File: config.mk
export PLATFORM = sky130hd
export DESIGN_NAME = spm_seq
export DESIGN_NICKNAME = d
export VERILOG_FILES = /design/src/rtl/spm_seq.sv
export SDC_FILE = /design/constraint.sdc
export NUM_CORES = 1
export LEC_CHECK = 0
export BUFFER_PORTS_ARGS = -buffer_cell sky130_fd_sc_hd__buf_4
export CAP_MARGIN = 25
export CORE_UTILIZATION = 50
export CTS_CLUSTER_SIZE = 25
export DETAILED_ROUTE_END_ITERATION = 6
export GPL_TIMING_DRIVEN = 0
export PLACE_DENSITY = 0.79
export SYNTH_ARGS = -nofsm -noshare
export SYNTH_HDL_FRONTEND = slang
export SYNTH_SLANG_ARGS = --single-unit
File: constraint.sdc
create_clock -name clk -period 2.3 [get_ports clk]
set_input_delay 0.115 -clock clk [delete_from_list [all_inputs] [get_ports clk]]
set_output_delay 0.115 -clock clk [all_outputs]
set_load 0.005 [all_outputs]
File: src/rtl/spm_seq.sv
// rtl/spm_seq.sv - operand/result sequencer in front of the serial-parallel multiplier
module spm_seq #(
    parameter int TIMEOUT_CYCLES = 128,
    parameter int TMR_W          = 8
) (
    input  logic        clk,
    input  logic        rst,
    input  logic        in_valid,
    output logic        in_ready,
    input  logic [31:0] in_mc,
    input  logic [31:0] in_mp,
    output logic        res_valid,
    input  logic        res_ready,
    output logic [63:0] res_prod,
    output logic        res_err,
    output logic [31:0] spm_mc,
    output logic [31:0] spm_mp,
    output logic        spm_start,
    input  logic [63:0] spm_prod,
    input  logic        spm_done,
    output logic        busy,
    output logic [15:0] op_count
);

    typedef enum logic [1:0] {IDLE, START, BUSY} state_t;

    localparam logic [TMR_W-1:0] TMO_LAST = TMR_W'(TIMEOUT_CYCLES - 1);

    state_t             state_q, state_d;
    logic               pend_valid_q, pend_valid_d;
    logic [31:0]        pend_mc_q, pend_mc_d;
    logic [31:0]        pend_mp_q, pend_mp_d;
    logic               res_valid_q, res_valid_d;
    logic [63:0]        res_prod_q, res_prod_d;
    logic               res_err_q, res_err_d;
    logic [31:0]        spm_mc_q, spm_mc_d;
    logic [31:0]        spm_mp_q, spm_mp_d;
    logic               spm_start_q, spm_start_d;
    logic [TMR_W-1:0]   timer_q, timer_d;
    logic [15:0]        op_count_q, op_count_d;
    logic               launch;
    logic               accept;

    // A launch frees the pending entry in the same cycle, so it can be refilled at once.
    assign launch   = (state_q == IDLE) && pend_valid_q && (!res_valid_q || res_ready);
    assign in_ready = !pend_valid_q || launch;
    assign accept   = in_valid && in_ready;

    always_comb begin
        state_d      = state_q;
        pend_valid_d = pend_valid_q;
        pend_mc_d    = pend_mc_q;
        pend_mp_d    = pend_mp_q;
        res_valid_d  = res_valid_q;
        res_prod_d   = res_prod_q;
        res_err_d    = res_err_q;
        spm_mc_d     = spm_mc_q;
        spm_mp_d     = spm_mp_q;
        spm_start_d  = spm_start_q;
        timer_d      = timer_q;
        op_count_d   = op_count_q;

        if (res_valid_q && res_ready) begin
            res_valid_d = 1'b0;
        end

        if (accept) begin
            pend_valid_d = 1'b1;
            pend_mc_d    = in_mc;
            pend_mp_d    = in_mp;
        end

        case (state_q)
            IDLE: begin
                if (launch) begin
                    spm_mc_d    = pend_mc_q;
                    spm_mp_d    = pend_mp_q;
                    spm_start_d = 1'b1;
                    timer_d     = '0;
                    state_d     = START;
                    if (!accept) begin
                        pend_valid_d = 1'b0;
                    end
                end
            end
            START: begin
                spm_start_d = 1'b0;
                state_d     = BUSY;
            end
            BUSY: begin
                timer_d = timer_q + 1'b1;
                // Completion beats the timeout when both land on the same cycle.
                if (spm_done) begin
                    res_prod_d  = spm_prod;
                    res_err_d   = 1'b0;
                    res_valid_d = 1'b1;
                    op_count_d  = op_count_q + 16'd1;
                    state_d     = IDLE;
                end else if (timer_q == TMO_LAST) begin
                    res_prod_d  = '0;
                    res_err_d   = 1'b1;
                    res_valid_d = 1'b1;
                    state_d     = IDLE;
                end
            end
            default: begin
                state_d = IDLE;
            end
        endcase
    end

    always_ff @(posedge clk or negedge rst) begin
        if (!rst) begin
            state_q      <= IDLE;
            pend_valid_q <= 1'b0;
            pend_mc_q    <= '0;
            pend_mp_q    <= '0;
            res_valid_q  <= 1'b0;
            res_prod_q   <= '0;
            res_err_q    <= 1'b0;
            spm_mc_q     <= '0;
            spm_mp_q     <= '0;
            spm_start_q  <= 1'b0;
            timer_q      <= '0;
            op_count_q   <= '0;
        end else begin
            state_q      <= state_d;
            pend_valid_q <= pend_valid_d;
            pend_mc_q    <= pend_mc_d;
            pend_mp_q    <= pend_mp_d;
            res_valid_q  <= res_valid_d;
            res_prod_q   <= res_prod_d;
            res_err_q    <= res_err_d;
            spm_mc_q     <= spm_mc_d;
            spm_mp_q     <= spm_mp_d;
            spm_start_q  <= spm_start_d;
            timer_q      <= timer_d;
            op_count_q   <= op_count_d;
        end
    end

    assign res_valid = res_valid_q;
    assign res_prod  = res_prod_q;
    assign res_err   = res_err_q;
    assign spm_mc    = spm_mc_q;
    assign spm_mp    = spm_mp_q;
    assign spm_start = spm_start_q;
    assign busy      = (state_q != IDLE);
    assign op_count  = op_count_q;

endmodule

==> flow_summary_export.csv, run 1 <==
group,metric,value,unit
global_routing,antenna_found_initial,3,
clocking,clkSinkCount,222,
final_layout,fillCellCount,960,
setup_path,rr_startpoint,"res_valid$_DFF_PN0_",
sta,layout_min_cycle_time,2.00,ns
logic_synthesis,synth-edff-count,0,
sta,rsz0062_at_grt,"no",
setup_path,cpLargestDelayFamily,"buffers and inverters",
logic_synthesis,yosysMostFrequentCell,"dfrtp_1",
final_layout,syn_to_final_growth,53.8,%
setup_path,r2r_slack,0.30,ns
power,vdd_drop_max,0.000821,V
global_routing,grt_max_degree,122,
clocking,cts_tree,"yes",
sta,period_share,86.9,%
logic_synthesis,yosysSeqAreaShare,66.1,%
placement,hpwl,14600,microns
route,ant_nets,0,
sta,fmax,500,MHz
clocking,cts-root-buf,"clkbuf_16",
power,power.total,17.0,mW
setup_path,startpoint_type,"register",
logic_synthesis,synth_seq_cells,222,
clocking,htreeDepth,1,
logic_synthesis,synth_top_cell_by_area,"dfrtp_1",
sta,slew_violations,0,
logic_synthesis,async_flop_share,100,%
setup_path,rr_worst_depth,6,
logic_synthesis,avgSynthCellArea,12.4,sq um
run_status,outcome,"finished clean",
clocking,cts_buffer_depth,3,
route,viasPerCell,5.10,
floorplan,core,16500,sq um
setup_path,path_class,"register to register",
global_routing,grt-ovfl-total,0,
floorplan,die_w,132,microns
clocking,hold_buffers,132,
floorplan,die_h,132,microns
global_routing,grt_pass1_vias,7311,
logic_synthesis,synthFlopType,"dfrtp_1",
logic_synthesis,synthTopCellsByArea,"dfrtp_1 66%, nand2_1 9.5%, mux2_2 7.6%, a22o_1 6.7%, buf_6 1.5%",
logic_synthesis,yosysUniqueCellTypes,34,
placement,dp.cells,1179,
placement,port-buffer-count,281,
setup_path,cp_cell_sequence,"nand2b_1, nand3_2, clkbuf_1, clkbuf_1, nand2_1, nand2_1",
placement,gp_congestion,0.795,
floorplan,initial_utilization,51.0,%
route,detail_route.wl_per_cell,18.0,microns
route,dr.pass1.iters,4,
logic_synthesis,syn_inst,677,
setup_path,path_buf_inv,2,
floorplan,rows,47,
job,maxCapViolCount,0,
sta,setup_viol,0,
global_routing,track_usage,28.4,%
floorplan,die_area,17300,sq um
route,vias,6890,
route,drc_errors,0,
final_layout,fin_nets,1251,
setup_path,cp_slowest_cell,"clkbuf_1",
route,wirelength,24400,microns
final_layout,drive_above_1_share,35.3,%
setup_path,required,2.74,ns
clocking,cts_setup_buffers,0,
setup_path,cp_max_fo,10,
setup_path,arrival,2.44,ns
global_routing,grt_pass1_wl,38700,microns
setup_path,cp.depth,6,
power,p_leak,6.45,nW
sta,hold_violations,0,
setup_path,end_kind,"register",
clocking,cts-resized-gates,0,
logic_synthesis,yosysWarnings,0,
logic_synthesis,syn_nets,812,
logic_synthesis,synth_common_cells,"222 x dfrtp_1, 212 x nand2_1, 64 x a22o_1, 57 x mux2_2, 15 x clkbuf_1",
setup_path,r2r_end,"spm_mc[28]$_DFFE_PN0P_",
setup_path,cpPeakStageDelay,0.49,ns
worst_hold_path,min_path_type,"primary input to asynchronous set/reset pin",
power,powerDensity,1320,nW/um^2
logic_synthesis,netlist_area,8400,sq um
logic_synthesis,synthDominantCellAreaShare,66.1,%
sta,timing.clock.skew,0.0127,ns
clocking,numCtsBuffers,23,
sta,tightest_slew,0.770,ns
floorplan,io_pins,282,
sta,relSlewSlack,48.7,%
clocking,clkLatencyLatePin,0.50,ns
route,drt_iter0_drc,263,
final_layout,layout.cells.non_filler,1352,
clocking,clk_pin_slew,0.07,ns
[logic make-up (layout without fill, tap and decap cells)]
logic type                 count (synthesis)  after routing  synth area share [%]
DFF                                      222            222                  66.1
other                                      0              3                     0
and+or+nand+nor                          248            248                  12.0
xor gates and xnor gates                  16             16                  1.67
adders and majority gates                  2              2                 0.298
muxes                                     65             65                  8.71
AOI/OAI and AO/OA                         82             82                  8.12
buffers and inverters                     42            494                  3.04
[layout make-up]
| type | instances | area (sq um) | area share, % |
|---|---|---|---|
| Sequential cell | 222 | 5560 | 43.0 |
| Multi-Input combinational cell | 413 | 2590 | 20.0 |
| Clock buffer | 31 | 636 | 4.92 |
| Clock inverter | 7 | 138 | 1.07 |
| Timing Repair Buffer | 414 | 3470 | 26.8 |
| Antenna cell | 3 | 7.51 | 0.0581 |
| Buffer | 36 | 233 | 1.80 |
| Tap cell | 220 | 275 | 2.13 |
| Inverter | 6 | 22.5 | 0.174 |
[layer usage]
layer	part of all wire (%)	global-route usage (%)
met1	37	32.5
met2	51	50.4
met3	7.8	7.41
met4	3.5	11.2
met5	0	0
[sequential cells by signal, indices dropped and copies added, names as in the netlist]
| name | cells |
|---|---|
| res_prod | 64 |
| pend_mc_q | 32 |
| pend_mp_q | 32 |
| spm_mc | 32 |
| spm_mp | 32 |
| op_count | 16 |
| timer_q | 8 |
| state_q | 2 |
| pend_valid_q | 1 |
| res_err | 1 |
| res_valid | 1 |
| spm_start | 1 |
[where the power goes]
| part | switching [mW] | total, mW | internal, mW |
|---|---|---|---|
| combinational | 2.96 | 6.37 | 3.42 |
| sequential | 1.08 | 6.78 | 5.71 |
| clock | 1.50 | 3.87 | 2.37 |
[layout by cell type (no fill, tap or decap), types with 7 or more instances in the layout]
| master | count |
|---|---|
| xnor2_1 | 12 |
| nor2_1 | 8 |
| mux2_2 | 57 |
| clkbuf_1 | 20 |
| dlygate4sd3_1 | 132 |
| mux2_1 | 8 |
| nand3_1 | 7 |
| dfrtp_1 | 222 |
| buf_4 | 281 |
| o21ai_0 | 7 |
| nand2_1 | 212 |
| clkbuf_16 | 23 |
| a22o_1 | 64 |
| buf_6 | 11 |
| buf_2 | 9 |
[how the worst max path moves through the flow]
| stage | from | slack [ns] | endpoint |
|---|---|---|---|
| global placement | rst | -0.50 | pend_mc_q[0]$_DFFE_PN0P_ |
| finish | res_valid$_DFF_PN0_ | 0.30 | spm_mc[28]$_DFFE_PN0P_ |
| global route | res_valid$_DFF_PN0_ | 0.14 | spm_mc[28]$_DFFE_PN0P_ |
| CTS | res_ready | 0.34 | spm_mc[28]$_DFFE_PN0P_ |
| floorplan | timer_q[0]$_DFFE_PN0P_ | 0.67 | res_prod[14]$_DFFE_PN0P_ |
| detailed placement | state_q[1]$_DFFE_PN0P_ | 0.36 | spm_mc[28]$_DFFE_PN0P_ |
[through the flow]
stage / setup TNS, ns / utilization, % / instance area [sq um] / setup slack [ns] / hold WS, ns
after global placement: -107.52 / 65.5 / 10800 / -0.503 / 0.328
after global routing: 0 / 78.5 / 12900 / 0.137 / 0.298
after CTS: 0 / 78.4 / 12900 / 0.337 / 0.277
final: 0 / 78.5 / 12900 / 0.301 / 0.227
after detailed placement: 0 / 65.7 / 10800 / 0.364 / 0.202
after floorplan: 0 / - / 8400 / 0.666 / -0.181
Power figures use the tool's default switching activity.
==> run 2, diff against run 1 <==
Settings changed: CORE_UTILIZATION 50 to 47, CTS_BUF_LIST set to sky130_fd_sc_hd__clkbuf_4 sky130_fd_sc_hd__clkbuf_8 sky130_fd_sc_hd__clkbuf_16, PLACE_DENSITY 0.79 to 0.75.
==> run 2 against run 1 <==
Effect of this change:
- fmax grew 1.1%
- combinational power is essentially flat
- clock skew shrank 0.0032 ns
- largest power group unchanged
- design area grew 0.28%
- die area grew 6.3%
- first-iteration DRC count grew 6.8%
- largest cell class unchanged
- hold slack lost 0.16 ns
==> flow_summary_export.csv, run 2 (synthesized netlist as in run 1, its figures left out) <==
group,metric,value,unit
sta,hold_violations,0,
power,clkPwrFrac,22.5,%
placement,place_area,10900,sq um
sta,period_share,86.0,%
route,wirelength,24200,microns
route,dr.pass1.iters,6,
global_routing,grt_pass1_vias,7116,
setup_path,cpPeakStageDelay,0.41,ns
global_routing,grt_max_degree,90,
route,drc_errors,0,
placement,gp_congestion,0.800,
route,drt_iter0_drc,281,
floorplan,io_pins,282,
route,detail_route.wl_per_cell,17.8,microns
power,power.internal,11.5,mW
clocking,clkLatencyLatePin,0.50,ns
final_layout,fin_nets,1252,
setup_path,path_class,"register to register",
setup_path,cp_max_fo,10,
floorplan,initial_utilization,48.4,%
sta,tightest_slew,0.544,ns
global_routing,groute.layer.met3.usage,6.96,%
route,vias,6924,
final_layout,drive_above_1_share,36.0,%
route,viasPerCell,5.10,
final_layout,final_util,74.7,%
power,p_seq_share,39.9,%
final_layout,syn_to_final_growth,54.3,%
global_routing,grt_use_met2,45.7,%
clocking,htreeDepth,1,
global_routing,antenna_found_initial,0,
final_layout,postLayoutCellArea,13000,sq um
clocking,cts_setup_buffers,0,
final_layout,layout_commonest_cell,"buf_4",
worst_hold_path,min_path_type,"primary input to register",
floorplan,die_w,136,microns
power,vdd_drop_max,0.000805,V
sta,fmax,506,MHz
setup_path,cp_cell_sequence,"nand2b_1, buf_2, nor2_1, buf_2, buf_2, a22o_1",
global_routing,grt_pass1_wl,37400,microns
setup_path,r2r_slack,0.32,ns
sta,layout_min_cycle_time,1.98,ns
sta,timing.clock.skew,0.00951,ns
sta,relSlewSlack,63.4,%
power,combPwrFrac,37.6,%
placement,port-buffer-count,281,
power,p_sw_share,32.3,%
global_routing,grt-ovfl-total,0,
final_layout,largest_reg_flops,64,
clocking,cts_buffer_depth,3,
setup_path,arrival,2.41,ns
global_routing,grt_util_met1,30.9,%
job,maxCapViolCount,0,
sta,setup_viol,0,
sta,slew_violations,0,
setup_path,rr_worst_depth,6,
run_status,outcome,"finished clean",
global_routing,track_usage,26.0,%
floorplan,rows,48,
setup_path,required,2.73,ns
setup_path,startpoint_type,"register",
clocking,clk_pin_slew,0.06,ns
setup_path,cp_slowest_cell,"dfrtp_1",
sta,fin_setup_tns,0,ns
route,ant_nets,0,
worst_hold_path,whs_endpoint,"res_valid$_DFF_PN0_",
placement,hpwl,14800,microns
power,powerDensity,1310,nW/um^2
clocking,clkSinkCount,222,
clocking,cts-resized-gates,0,
global_routing,grt-busiest-layer,"met2",
worst_hold_path,whs_path_depth,3,
final_layout,layout_common_cells,"281 x buf_4, 222 x dfrtp_1, 212 x nand2_1",
power,p_switching,5.47,mW
floorplan,core,17400,sq um
sta,rsz0062_at_grt,"no",
clocking,numCtsBuffers,24,
clocking,cts-root-buf,"clkbuf_16",
clocking,cts_tree,"yes",
worst_hold_path,hold_start,"res_ready",
setup_path,r2r_end,"res_prod[44]$_DFFE_PN0P_",
floorplan,die_area,18400,sq um
setup_path,cp_common_cell,"buf_2",
setup_path,end_kind,"register",
floorplan,die_h,136,microns
power,p_leak,6.48,nW
setup_path,rr_startpoint,"state_q[0]$_DFFE_PN0P_",
## run 2: how the worst max path moves through the flow
stage	end	start	depth (start not counted)	slack, ns
floorplan	res_prod[14]$_DFFE_PN0P_	timer_q[0]$_DFFE_PN0P_	7	0.67
global placement	pend_mc_q[8]$_DFFE_PN0P_	rst	1	-0.55
detailed placement	res_prod[47]$_DFFE_PN0P_	state_q[0]$_DFFE_PN0P_	6	0.33
CTS	res_prod[40]$_DFFE_PN0P_	state_q[0]$_DFFE_PN0P_	6	0.31
global route	res_prod[44]$_DFFE_PN0P_	state_q[0]$_DFFE_PN0P_	6	0.20
finish	res_prod[44]$_DFFE_PN0P_	state_q[0]$_DFFE_PN0P_	6	0.32
## run 2: stage by stage
stage	total power [mW]	setup WS [ns]	hold slack [ns]	std cells
final	16.9	0.323	0.0675	1357
after global routing	17.9	0.195	0.0851	1356
after CTS	16.9	0.311	0.0339	1356
after detailed placement	12.8	0.327	0.0503	1185
after global placement	12.6	-0.547	0.328	1183
after floorplan	9.73	0.666	-0.181	677
## run 2: worst max-delay path, delay by kind of cell, from the launching register on
kind	cells	cell delay (ns)
flip-flops	1	0.41
AND/OR/NAND/NOR	2	0.49
AO/OA/AOI/OAI	1	0.20
buffers and inverters	3	0.81
## run 2: repair_timing
action / in CTS / in global routing
endpoints found under the setup margin: 0 / 0
hold endpoints to repair: 352 / 0
hold buffers: 131 / 0
## run 2: final cells by class
| class | instances | area (sq um) |
|---|---|---|
| Sequential cell | 222 | 5560 |
| Fill cell | 1072 | 4400 |
| Timing Repair Buffer | 414 | 3480 |
| Multi-Input combinational cell | 413 | 2590 |
| Clock buffer | 36 | 746 |
| Tap cell | 225 | 282 |
| Buffer | 36 | 233 |
| Clock inverter | 4 | 45.0 |
| Inverter | 6 | 22.5 |
| Antenna cell | 1 | 2.50 |
## run 2: routing by layer
| layer | up-vias | wire length, microns |
|---|---|---|
| li1 | 3178 | - |
| met1 | 3446 | 9340 |
| met2 | 254 | 12300 |
| met3 | 46 | 1950 |
| met4 | 0 | 600 |
| met5 | - | 0 |
## run 2: power by group through the flow
| stage | sequential [mW] | combinational, mW | clock [mW] |
|---|---|---|---|
| floorplan | 6.68 | 3.06 | 0 |
| global placement | 6.66 | 5.94 | 0 |
| detailed placement | 6.71 | 6.10 | 0 |
| CTS | 6.68 | 6.33 | 3.88 |
| global route | 6.96 | 6.93 | 4.04 |
| finish | 6.76 | 6.36 | 3.81 |
